[config.mk]
export PLATFORM = sky130hd
export DESIGN_NAME = alu_arbiter
export DESIGN_NICKNAME = d
export VERILOG_FILES = /design/src/rtl/alu_arbiter.sv
export SDC_FILE = /design/constraint.sdc
export NUM_CORES = 1
export LEC_CHECK = 0
export CAP_MARGIN = 20
export CORE_UTILIZATION = 25
export DETAILED_ROUTE_END_ITERATION = 8
export GPL_TIMING_DRIVEN = 1
export MAX_ROUTING_LAYER = met4
export RECOVER_POWER = 50
export SYNTH_ARGS = -nofsm -noshare
export SYNTH_HDL_FRONTEND = slang
export SYNTH_SLANG_ARGS = --single-unit
[constraint.sdc]
create_clock -name clk -period 2 [get_ports clk]
set_clock_uncertainty 0.2 [all_clocks]
set_input_delay 0.2 -clock clk [delete_from_list [all_inputs] [get_ports clk]]
set_output_delay 0.2 -clock clk [all_outputs]
set_load 0.01 [all_outputs]
[src/rtl/alu_arbiter.sv]
// rtl/alu_arbiter.sv - round-robin sequencing front-end for a shared combinational ALU
//
// Two requesters present ALU operations over valid/ready handshakes. A
// round-robin grant picks one, its operands are registered and driven to
// the external ALU, and the ALU result and flags are captured one cycle
// later. They are then held on the response channel until consumed.
//
// Parameters:
//   WIDTH   operand/result width
//   CTRL_W  ALU control-code width
//
// Ports:
//   clk, rst_n                      clock, asynchronous active-low reset
//   req0_valid/ready/ctrl/a/b       requester 0 handshake and payload
//   req1_valid/ready/ctrl/a/b       requester 1 handshake and payload
//   alu_ctrl, alu_a, alu_b          registered operands to the ALU
//   alu_out, alu_carry, alu_zero    ALU result and flags
//   rsp_valid, rsp_ready            response handshake
//   rsp_id                          index of the requester being answered
//   rsp_data, rsp_carry, rsp_zero   captured result and flags
//   rsp_err                         op code was rejected
//
// Configuration macro: ALU_ARB_CTRL_CHECK_EN
//   defined   - codes above SLT (1001..1111) are accepted but replaced by
//               AND on the ALU; the response is data=0, carry=0, zero=1, err=1
//   undefined - every code is forwarded unchanged; rsp_err is tied low

module alu_arbiter #(
    parameter int WIDTH  = 6,
    parameter int CTRL_W = 4
) (
    input  logic              clk,
    input  logic              rst_n,

    input  logic              req0_valid,
    output logic              req0_ready,
    input  logic [CTRL_W-1:0] req0_ctrl,
    input  logic [WIDTH-1:0]  req0_a,
    input  logic [WIDTH-1:0]  req0_b,

    input  logic              req1_valid,
    output logic              req1_ready,
    input  logic [CTRL_W-1:0] req1_ctrl,
    input  logic [WIDTH-1:0]  req1_a,
    input  logic [WIDTH-1:0]  req1_b,

    output logic [CTRL_W-1:0] alu_ctrl,
    output logic [WIDTH-1:0]  alu_a,
    output logic [WIDTH-1:0]  alu_b,
    input  logic [WIDTH-1:0]  alu_out,
    input  logic              alu_carry,
    input  logic              alu_zero,

    output logic              rsp_valid,
    input  logic              rsp_ready,
    output logic              rsp_id,
    output logic [WIDTH-1:0]  rsp_data,
    output logic              rsp_carry,
    output logic              rsp_zero,
    output logic              rsp_err
);

    localparam logic [1:0] IDLE = 2'b00;
    localparam logic [1:0] EXEC = 2'b01;
    localparam logic [1:0] RESP = 2'b10;

    logic [1:0]        state;
    logic              last_gnt;

    logic [CTRL_W-1:0] op_ctrl;
    logic [WIDTH-1:0]  op_a;
    logic [WIDTH-1:0]  op_b;
    logic              op_id;

    logic [WIDTH-1:0]  rsp_data_q;
    logic              rsp_carry_q;
    logic              rsp_zero_q;
    logic              rsp_valid_q;
    logic              rsp_id_q;

    // ------------------------------------------------------------------
    // Grant: a lone requester always wins; on a tie the requester that
    // was not granted last time wins. Ready is only offered in IDLE and
    // only to a requester that is actually asking, so the two readies are
    // mutually exclusive by construction.
    // ------------------------------------------------------------------
    logic grant0;
    logic grant1;
    logic in_idle;

    assign in_idle = (state == IDLE);
    assign grant0  = req0_valid & (~req1_valid | last_gnt);
    assign grant1  = req1_valid & (~req0_valid | ~last_gnt);

    assign req0_ready = in_idle & grant0;
    assign req1_ready = in_idle & grant1;

    // Ready implies valid, so either ready alone marks a transfer.
    logic              xfer;
    logic              xfer_id;
    logic [CTRL_W-1:0] sel_ctrl;
    logic [WIDTH-1:0]  sel_a;
    logic [WIDTH-1:0]  sel_b;

    assign xfer     = req0_ready | req1_ready;
    assign xfer_id  = req1_ready;
    assign sel_ctrl = xfer_id ? req1_ctrl : req0_ctrl;
    assign sel_a    = xfer_id ? req1_a    : req0_a;
    assign sel_b    = xfer_id ? req1_b    : req0_b;

    // ------------------------------------------------------------------
    // Op-code screening. The highest legal code is SLT (1000); anything
    // above it is rejected when checking is built in. The sanitised code
    // is what gets registered, so the ALU never sees an illegal code and
    // alu_ctrl stays stable for the whole operation.
    // ------------------------------------------------------------------
    logic [CTRL_W-1:0] ctrl_to_reg;
    logic              sel_illegal;

`ifdef ALU_ARB_CTRL_CHECK_EN
    localparam logic [CTRL_W-1:0] LAST_LEGAL = CTRL_W'(8);

    logic op_illegal;
    logic rsp_err_q;

    assign sel_illegal = (sel_ctrl > LAST_LEGAL);
    assign ctrl_to_reg = sel_illegal ? '0 : sel_ctrl;

    always_ff @(posedge clk or negedge rst_n) begin
        if (!rst_n) begin
            op_illegal <= 1'b0;
        end else if (xfer) begin
            op_illegal <= sel_illegal;
        end
    end

    always_ff @(posedge clk or negedge rst_n) begin
        if (!rst_n) begin
            rsp_err_q <= 1'b0;
        end else if (state == EXEC) begin
            rsp_err_q <= op_illegal;
        end
    end

    assign rsp_err = rsp_err_q;
`else
    assign sel_illegal = 1'b0;
    assign ctrl_to_reg = sel_ctrl;
    assign rsp_err     = 1'b0;
`endif

    // ------------------------------------------------------------------
    // Sequencer: IDLE -> EXEC on transfer, EXEC -> RESP unconditionally,
    // RESP -> IDLE when the response is consumed.
    // ------------------------------------------------------------------
    always_ff @(posedge clk or negedge rst_n) begin
        if (!rst_n) begin
            state <= IDLE;
        end else begin
            case (state)
                IDLE:    if (xfer) state <= EXEC;
                EXEC:    state <= RESP;
                RESP:    if (rsp_ready) state <= IDLE;
                default: state <= IDLE;
            endcase
        end
    end

    // Grant pointer starts at 1 so requester 0 wins the first tie.
    always_ff @(posedge clk or negedge rst_n) begin
        if (!rst_n) begin
            last_gnt <= 1'b1;
        end else if (xfer) begin
            last_gnt <= xfer_id;
        end
    end

    // Operand registers only move on an accepting edge.
    always_ff @(posedge clk or negedge rst_n) begin
        if (!rst_n) begin
            op_ctrl <= '0;
            op_a    <= '0;
            op_b    <= '0;
            op_id   <= 1'b0;
        end else if (xfer) begin
            op_ctrl <= ctrl_to_reg;
            op_a    <= sel_a;
            op_b    <= sel_b;
            op_id   <= xfer_id;
        end
    end

    assign alu_ctrl = op_ctrl;
    assign alu_a    = op_a;
    assign alu_b    = op_b;

    // ------------------------------------------------------------------
    // Response capture at the end of EXEC; held through RESP.
    // ------------------------------------------------------------------
    logic [WIDTH-1:0] cap_data;
    logic             cap_carry;
    logic             cap_zero;

`ifdef ALU_ARB_CTRL_CHECK_EN
    assign cap_data  = op_illegal ? '0   : alu_out;
    assign cap_carry = op_illegal ? 1'b0 : alu_carry;
    assign cap_zero  = op_illegal ? 1'b1 : alu_zero;
`else
    assign cap_data  = alu_out;
    assign cap_carry = alu_carry;
    assign cap_zero  = alu_zero;
`endif

    always_ff @(posedge clk or negedge rst_n) begin
        if (!rst_n) begin
            rsp_data_q  <= '0;
            rsp_carry_q <= 1'b0;
            rsp_zero_q  <= 1'b0;
            rsp_id_q    <= 1'b0;
        end else if (state == EXEC) begin
            rsp_data_q  <= cap_data;
            rsp_carry_q <= cap_carry;
            rsp_zero_q  <= cap_zero;
            rsp_id_q    <= op_id;
        end
    end

    always_ff @(posedge clk or negedge rst_n) begin
        if (!rst_n) begin
            rsp_valid_q <= 1'b0;
        end else if (state == EXEC) begin
            rsp_valid_q <= 1'b1;
        end else if ((state == RESP) && rsp_ready) begin
            rsp_valid_q <= 1'b0;
        end
    end

    assign rsp_valid = rsp_valid_q;
    assign rsp_id    = rsp_id_q;
    assign rsp_data  = rsp_data_q;
    assign rsp_carry = rsp_carry_q;
    assign rsp_zero  = rsp_zero_q;

endmodule
# Yosys cells after proc, flatten, opt, wreduce, memory -nomap -nowiden
# Index checks and enable logic that the tools add are counted.
word_totals:
  input_bits: 45
  out_inout_bits: 29
  rom_bits: 0
  reg_bits: 30
  latch_bits: 0
  n_memories: 0
  ram_bits: 0
classes:
  muxes: 8
  add_sub_neg: 0
  n_reduce_logical: 4
  n_div: 0
  order_cmp: 0
  eq_ne: 4
  bitwise_logic: 10
  shift: 0
  multipliers: 0
op_table:
  columns: ["operator", "n"]
  rows:
  - ["two-way mux 6 bit", 2]
  - ["case mux 2 bit (3 select lines)", 1]
  - ["AND 1 bit", 4]
  - ["two-way mux 2 bit", 2]
  - ["two-way mux 4 bit", 1]
  - ["inverter 1 bit", 3]
  - ["bitwise OR 1 bit", 3]
  - ["equality test 2 x 1 -> 1 bit, second input constant", 1]
  - ["equality test 2 bit, second input constant", 1]
  - ["zero test 2 bit", 1]
  - ["two-way mux 1 bit", 2]
  - ["!= test 2 x 1 -> 1 bit, second input constant", 1]
  - ["!= test 2 bit, second input constant", 1]
  - ["AND reduction 2 bit", 1]
  - ["nonzero test 2 bit", 1]
  - ["logical AND 1 bit", 1]

# Longest topological paths before layout
# Gate-level depths: netlist of run 1.
logic_depth:
  depth_word: 7
  mapped_depth: 5

# Worst setup path before layout of run 1
# Ideal clock, no wire load.
synth_path:
  path_kind: "register to register"
  start: "register state[0]"
  end: "register op_a[0] (netlist: alu_a[0])"
  path_slack_ns: 0.541
  n_path_buf: 2
  synth_period_minus_slack_ns: 1.459
  required_ns: 1.672
  stages_incl_launch_ff: 6
  arrival_time_ns: 1.131
  cell_sequence: "dfrtp_1 -> or2_1 -> buf_6 -> buf_6 -> o21ai_1 -> nand3b_1"
synth_between:
  elab_chain_len: 3
  word_cells_on_any_way: 5
  cone_classes: "mux (1); bitwise (3); reduce/logical (1)"
synth_rtl:
  columns: ["item", "line", "rtl"]
  rows:
  - ["start, declared", "67", "logic [1:0] state;"]
  - ["start signal, assigned", "158", "state <= IDLE;"]
  - ["start signal, assigned", "161", "IDLE: if (xfer) state <= EXEC;"]
  - ["start signal, assigned", "162", "EXEC: state <= RESP;"]
  - ["zero test 2 bit (*)", "91", "assign in_idle = (state == IDLE);"]
  - ["AND 1 bit (on tied branches)", "96, 95", null]
  - ["two-way mux 6 bit or bitwise OR 1 bit (tied branches)", "108, 105", null]
  - ["end signal, assigned", "187", "op_a <= sel_a;"]
  - ["end, declared", "71", "logic [WIDTH-1:0] op_a;"]
# Every way passes the cells marked *; elsewhere a longest branch is shown, timed or not.
# A chain may end at the register's enable or synchronous reset.

# Final worst setup path of run 1
layout_path:
  start: "register state[0]"
  end: "output port req1_ready"
layout_between:
  elab_chain_len: 2
layout_rtl:
  columns: ["item", "line", "rtl"]
  rows:
  - ["zero test 2 bit", "91", null]
  - ["AND 1 bit", "96", "assign req1_ready = in_idle & grant1;"]
  - ["end, declared", "42", "output logic req1_ready,"]
# Every way passes these cells.

==> impl_metrics.toml, run 1 <==
[logic_synthesis]
post_synth_instance_area_sq_um = 1549
ys_seq_elements = 30
ys_warn_count = 0
postSynthNetCount = 182
netlist_instances = 137
postSynthAreaPerCell_sq_um = 11.31
synth.yosys.seq_area_share_pct = 48.55
synth_cell_types = 30

[cts]
cts_htree_levels = 2
clock_buffers_created_by_tritoncts = 5
clock-sinks = 30
cts_tree = "yes"
clockRootBuffer = "sky130_fd_sc_hd__clkbuf_8"
cts_buffer_depth = 2
clkSlewWorstSetupHoldPaths_ns = 0.07
insertion_delay_ns = 0.28

[routing]
drt_first_pass_iters = 4
drtAntennaViolNets = 0
routed-via-count = 1381
drt_first_iter_violations = 58
drt-vias-per-instance = 4.697
route.detailed.wl_per_inst_um = 14.94
drt_drc_violations_left = 0
wl_um = 4392

[die]
fp.coreArea_sq_um = 5956
floorplan.io_pins = 74
die_area_sq_um = 6515
number_of_rows_created_at_floorplan = 28
dieWidth_um = 80.72
die_height_um = 80.72
floorplan.initialDensity_pct = 26.01

[timing]
max_freq_ghz = 0.5218
period_minus_slack_ns = 1.916
worstMarginPinSlew_ns = 0.7694
setup_repair_after_global_routing_missed_its_margin = "false"
maxSlewViolCount = 0
slew_headroom_pct = 48.71
period_utilization_post_route_pct = 95.82
setup_failing_eps_final = 0
finalWorstSetupSlack_ns = 0.08364
timing_hold_violations_final = 0
hold_ws_ns = 0.2961

[global_route]
grt_pass1_wl_um = 6851
number_of_antenna_violations_at_the_first_check_in_global_routing = 0
first_global_vias = 1346
overflow = 0
globalRouteTotalUtil_pct = 14.66
pin_count_of_the_biggest_net_entering_global_routing = 31

[layout]
most-common-layout-cells = "sky130_fd_sc_hd__clkdlybuf4s50_1 (60), sky130_fd_sc_hd__dfrtp_1 (27), sky130_fd_sc_hd__and3_1 (16), sky130_fd_sc_hd__o2111ai_1 (16), sky130_fd_sc_hd__nand3b_1 (16)"
insertedDiodeCount = 0
mostFrequentLayoutCell = "sky130_fd_sc_hd__clkdlybuf4s50_1"
finalNetCount = 263
area.growth.synth_to_final_pct = 60.18
final_layout_size_suffix_gt1_share_pct = 18.26

[worst_setup_path]
endpoint_arrival_time_on_the_critical_path_ns = 1.52
max_stage_delay_ns = 0.42
start_kind = "flop"
critPathTopFamily = "buffers and inverters"
cp.buffers_inverters = 2
slowest_stage = "sky130_fd_sc_hd__dfrtp_2"
timing.critical_path.required_ns = 1.60
ordered_cell_list_for_the_critical_path = "buf_4 > nor3b_4 > and2_4 > dlygate4sd2_1"
cp-end-kind = "output pin"
critPathMaxFanout = 5
critPathKind = "reg2out"

[power]
finalPower_uw = 3397
power.density_cell_area_nw_per_um2 = 1369
power.ir.vdd_worst_mv = 0.5595
p_leak_uw = 0.001098

[worst_hold_path]
holdCritPathClass = "reg2reg"

[placement]
dp_hpwl_um = 3002
place_worst_setup_slack_ns = 0.01349
portBuffers = 72
final_weighted_congestion_in_routability_driven_placement = 0.6688

[outcome]
outcome = "complete, no violations"

[flow_run]
drv_cap = 0
-- path summary, 6_finish.rpt --
| kind | startpoint | to | slack, ns | depth (start not counted) |
|---|---|---|---|---|
| worst max register to register | state[0] | alu_a[5] | 0.28 | 4 |
| worst max-delay path | state[0] | req1_ready | 0.08 | 4 |
| worst min register to register | alu_b[3] | alu_b[3] | 0.30 | 2 |
| min in group asynchronous | rst_n | alu_ctrl[0] | 0.32 | 2 |
| worst min-delay path | alu_b[3] | alu_b[3] | 0.30 | 2 |
| max in group asynchronous | rst_n | state[1] | 0.74 | 2 |
-- worst min-delay path, stage by stage, from the launching register on --
cell,delay (ns)
sky130_fd_sc_hd__dfrtp_1,0.34
sky130_fd_sc_hd__o21ai_1,0.06
sky130_fd_sc_hd__nand3b_1,0.07
-- per-stage QoR --
stage,TNS (ns),cell area (sq um),instances,util [%]
2_1_floorplan,0,1549,137,-
3_3_place_gp,-0.0007453,2355,282,39.54
3_5_place_dp,0,2355,282,39.54
4_1_cts,0,2476,293,41.58
5_1_grt,0,2481,294,41.66
6_report,0,2481,294,41.66
-- kinds of logic (layout without fill, tap and decap cells) --
logic type	Yosys count	after routing	synth area share, %
multiplexers	9	9	8.724
buffers and inverters	16	98	6.300
other	1	1	0.2421
AO/OA/AOI/OAI	37	37	16.40
AND/OR/NAND/NOR	44	44	19.79
flip-flops	30	30	48.55
-- Yosys cell counts (all sizes together) --
library cell  count  area (sq um)
clkbuf            4         16.26
or2               2         12.51
o211a             1         10.01
and2              1         8.760
dfrtp            29         725.7
conb              1         3.750
and3             16         100.1
o2111ai          16         140.1
o21bai            1         7.510
nor2b             1         6.260
buf               9         70.06
nand3b           16         120.1
nand2             2         10.01
a21oi             2         10.01
nor2              4         22.52
a31oi             1         6.260
nor3b             2         26.28
dfstp             1         26.28
o21ai            16         80.07
inv               3         11.26
mux2              9         135.1
-- state kept, by name, indices dropped and copies added (netlist names), 2 cells and up --
name	flops
alu_ctrl	4
state	2
rsp_data	6
alu_a	6
alu_b	6
-- repair_timing --
item	CTS	global route
buffers inserted	2	1
resized for setup	3	1
hold buffers	1	0
hold endpoints to repair	29	0
gates cloned	0	0
pin swaps	0	0
endpoints found under the setup margin	2	1
-- layer usage --
metal / track usage [%] / part of all wire, %
met1: 18.56 / 45
met2: 23.05 / 48
met3: 3.636 / 5.5
met4: 4.286 / 1.2
met5: - / 0
-- layout make-up --
| type | instances | area [sq um] |
|---|---|---|
| Multi-Input combinational cell | 91 | 699.4 |
| Sequential cell | 30 | 754.5 |
| Clock inverter | 2 | 12.51 |
| Fill cell | 608 | 3475 |
| Tap cell | 75 | 93.84 |
| Inverter | 3 | 11.26 |
| Timing Repair Buffer | 87 | 827.0 |
| Clock buffer | 6 | 82.58 |
-- power breakdown --
| group | leakage, uW | internal (uW) | switching [uW] | total (uW) |
|---|---|---|---|---|
| logic | 0.000692 | 995 | 803 | 1800 |
| registers | 0.000359 | 924 | 168 | 1090 |
| clock network | 0.0000472 | 276 | 232 | 508 |
Note: power is estimated with default switching activity, not from simulation.
==> run 2, diff against run 1 <==
Settings changed: CORE_ASPECT_RATIO set to 1.1.
==> run 2 against run 1 <==
  * Utilization barely moved
  * Cell area fell by 1.2%
  * Count of clock-buffer cells in the layout fell by 1
  * Hold slack got worse by 0.0061 ns
  * Clock power rose by 18%
  * Sequential cell count did not move
==> impl_metrics.toml, run 2 (same netlist as run 1, synthesis figures left out) <==
[die]
die_height_um = 84.56
dieWidth_um = 77.05
floorplan.initialDensity_pct = 26.35
floorplan.io_pins = 74
die_area_sq_um = 6515
number_of_rows_created_at_floorplan = 29
fp.coreArea_sq_um = 5878

[global_route]
grt_pass1_wl_um = 6982
pin_count_of_the_biggest_net_entering_global_routing = 31
number_of_antenna_violations_at_the_first_check_in_global_routing = 0
globalRouteTotalUtil_pct = 14.22
overflow = 0
first_global_vias = 1394

[layout]
final_layout_size_suffix_gt1_share_pct = 13.89
area.sequential_sq_um = 753.2
insertedDiodeCount = 0
postLayoutCoreUtil_pct = 41.70
mostFrequentLayoutCell = "sky130_fd_sc_hd__clkdlybuf4s50_1"
area.growth.synth_to_final_pct = 58.24
finish.instance_area_sq_um = 2451
most-common-layout-cells = "sky130_fd_sc_hd__clkdlybuf4s50_1 (67), sky130_fd_sc_hd__dfrtp_1 (28), sky130_fd_sc_hd__and3_1 (16), sky130_fd_sc_hd__o2111ai_1 (16), sky130_fd_sc_hd__nand3b_1 (16)"
finalNetCount = 260
num-fill-cells = 596
multi_input_comb_area_sq_um = 676.9

[timing]
setup_repair_after_global_routing_missed_its_margin = "false"
worstMarginPinSlew_ns = 0.7586
setup_failing_eps_final = 0
slew_headroom_pct = 49.43
period_minus_slack_ns = 1.825
total_negative_setup_slacks_ns = 0
period_utilization_post_route_pct = 91.27
hold_ws_ns = 0.2900
timing_hold_violations_final = 0
maxSlewViolCount = 0
max_freq_ghz = 0.5478

[power]
power_frac_comb_pct = 49.4
power.ir.vdd_worst_mv = 0.4812
p_seq_share_pct = 33.1
power.density_cell_area_nw_per_um2 = 1389
clock_power_share_pct = 17.5
intPower_uw = 2212
power.share.switching_pct = 35.01
switchingPower_uw = 1192
p_leak_uw = 0.001068

[placement]
final_weighted_congestion_in_routability_driven_placement = 0.6584
portBuffers = 72
dp_hpwl_um = 2933
placed_cell_area_sq_um = 2362

[cts]
clock-sinks = 30
postCtsHoldBufs = 0
cts_tree = "yes"
insertion_delay_ns = 0.28
cts_buffer_depth = 2
clkSlewWorstSetupHoldPaths_ns = 0.07
cts_htree_levels = 2
clockRootBuffer = "sky130_fd_sc_hd__clkbuf_8"
clock_buffers_created_by_tritoncts = 5

[routing]
drt_first_iter_violations = 59
drtAntennaViolNets = 0
drt_drc_violations_left = 0
routed-via-count = 1402
drt-vias-per-instance = 4.785
wl_um = 4342
drt_first_pass_iters = 4
route.detailed.wl_per_inst_um = 14.82

[worst_setup_path]
ff2ff_path_depth = 4
r2r-end = "rsp_id"
start_kind = "flop"
critPathKind = "reg2out"
critPathMaxFanout = 5
rrSetupSlack_ns = 0.27
reg2reg_from = "state[0]"
endpoint_arrival_time_on_the_critical_path_ns = 1.43
cp-end-kind = "output pin"
timing.critical_path.required_ns = 1.60

[outcome]
outcome = "complete, no violations"

[worst_hold_path]
hp-start = "rsp_data[1]"
worst_hold_path.endpoint = "rsp_data[1]"
holdCritPathClass = "reg2reg"
min_path_cells = 1

[flow_run]
drv_cap = 0
==> run 2: cell count changes in the layout (fill, tap and decap cells not counted), moves of 4 or more <==
| cell | before | now |
|---|---|---|
| sky130_fd_sc_hd__clkdlybuf4s50_1 | 60 | 67 |
| sky130_fd_sc_hd__dlygate4sd3_1 | 10 | 3 |
| sky130_fd_sc_hd__buf_4 | 12 | 8 |
| sky130_fd_sc_hd__mux2_1 | 0 | 6 |
| sky130_fd_sc_hd__mux2_4 | 9 | 3 |
==> run 2: routing by layer <==
| layer | GRT usage [%] | wire length, um | part of all wire (%) | vias to the layer above |
|---|---|---|---|---|
| met1 | 17.69 | 2021 | 47 | 666 |
| met3 | 4.891 | 313 | 7.2 | 2 |
| met4 | 3.087 | 4 | 0.092 | 0 |
| met5 | - | 0 | 0 | - |
| li1 | - | - | - | 675 |
| met2 | 22.32 | 2002 | 46 | 59 |
==> run 2: worst max-delay path, stage by stage (launching register included) <==
cell,delay (ns)
sky130_fd_sc_hd__dfrtp_1,0.46
sky130_fd_sc_hd__nor3b_4,0.24
sky130_fd_sc_hd__and2_4,0.17
sky130_fd_sc_hd__dlygate4sd2_1,0.28
==> run 2: layout make-up <==
type	count	share of cell area, %
Inverter	3	0.4594
Tap cell	77	3.931
Clock inverter	3	1.633
Sequential cell	30	30.73
Timing Repair Buffer	84	32.82
Clock buffer	5	2.808
Multi-Input combinational cell	91	27.62
==> run 2: power groups by stage <==
stage          registers, uW  logic, uW  clock network (uW)
6_report                1130       1680                 597
5_1_grt                 1180       1810                 649
4_1_cts                 1140       1780                 624
3_5_place_dp            1150       1780                   0
3_3_place_gp            1140       1760                   0
2_1_floorplan           1230        868                   0
==> run 2: worst max-delay path by stage <==
stage                    start         end  depth (start not counted)
floorplan             state[0]    alu_a[0]                          5
global placement    req1_valid  req1_ready                          4
detailed placement  req1_valid  req1_ready                          4
CTS                   state[0]  req0_ready                          3
global route          state[0]  req1_ready                          3
finish                state[0]  req1_ready                          3
==> run 2: timing repair <==
action | CTS | global route
resized for setup | 3 | 1
setup endpoints to repair | 2 | 1
setup buffers | 0 | 1
endpoints found under the hold margin | 0 | 0
==> run 2: stage by stage <==
step | total power [uW] | std cells | worst slack (ns)
after floorplan | 2097 | 137 | 0.5414
after global placement | 2896 | 284 | -0.01981
after detailed placement | 2925 | 284 | -0.02607
after CTS | 3550 | 292 | 0.007056
after global routing | 3640 | 293 | 0.09057
final | 3404 | 293 | 0.1746
==> run 3, diff against run 2 <==
Settings changed: ABC_AREA set to 0, CAP_MARGIN 20 to not set, CORE_ASPECT_RATIO 1.1 to not set.
==> results of run 3 <==
No change in the layout: final DEF, timing and power equal those of run 1.
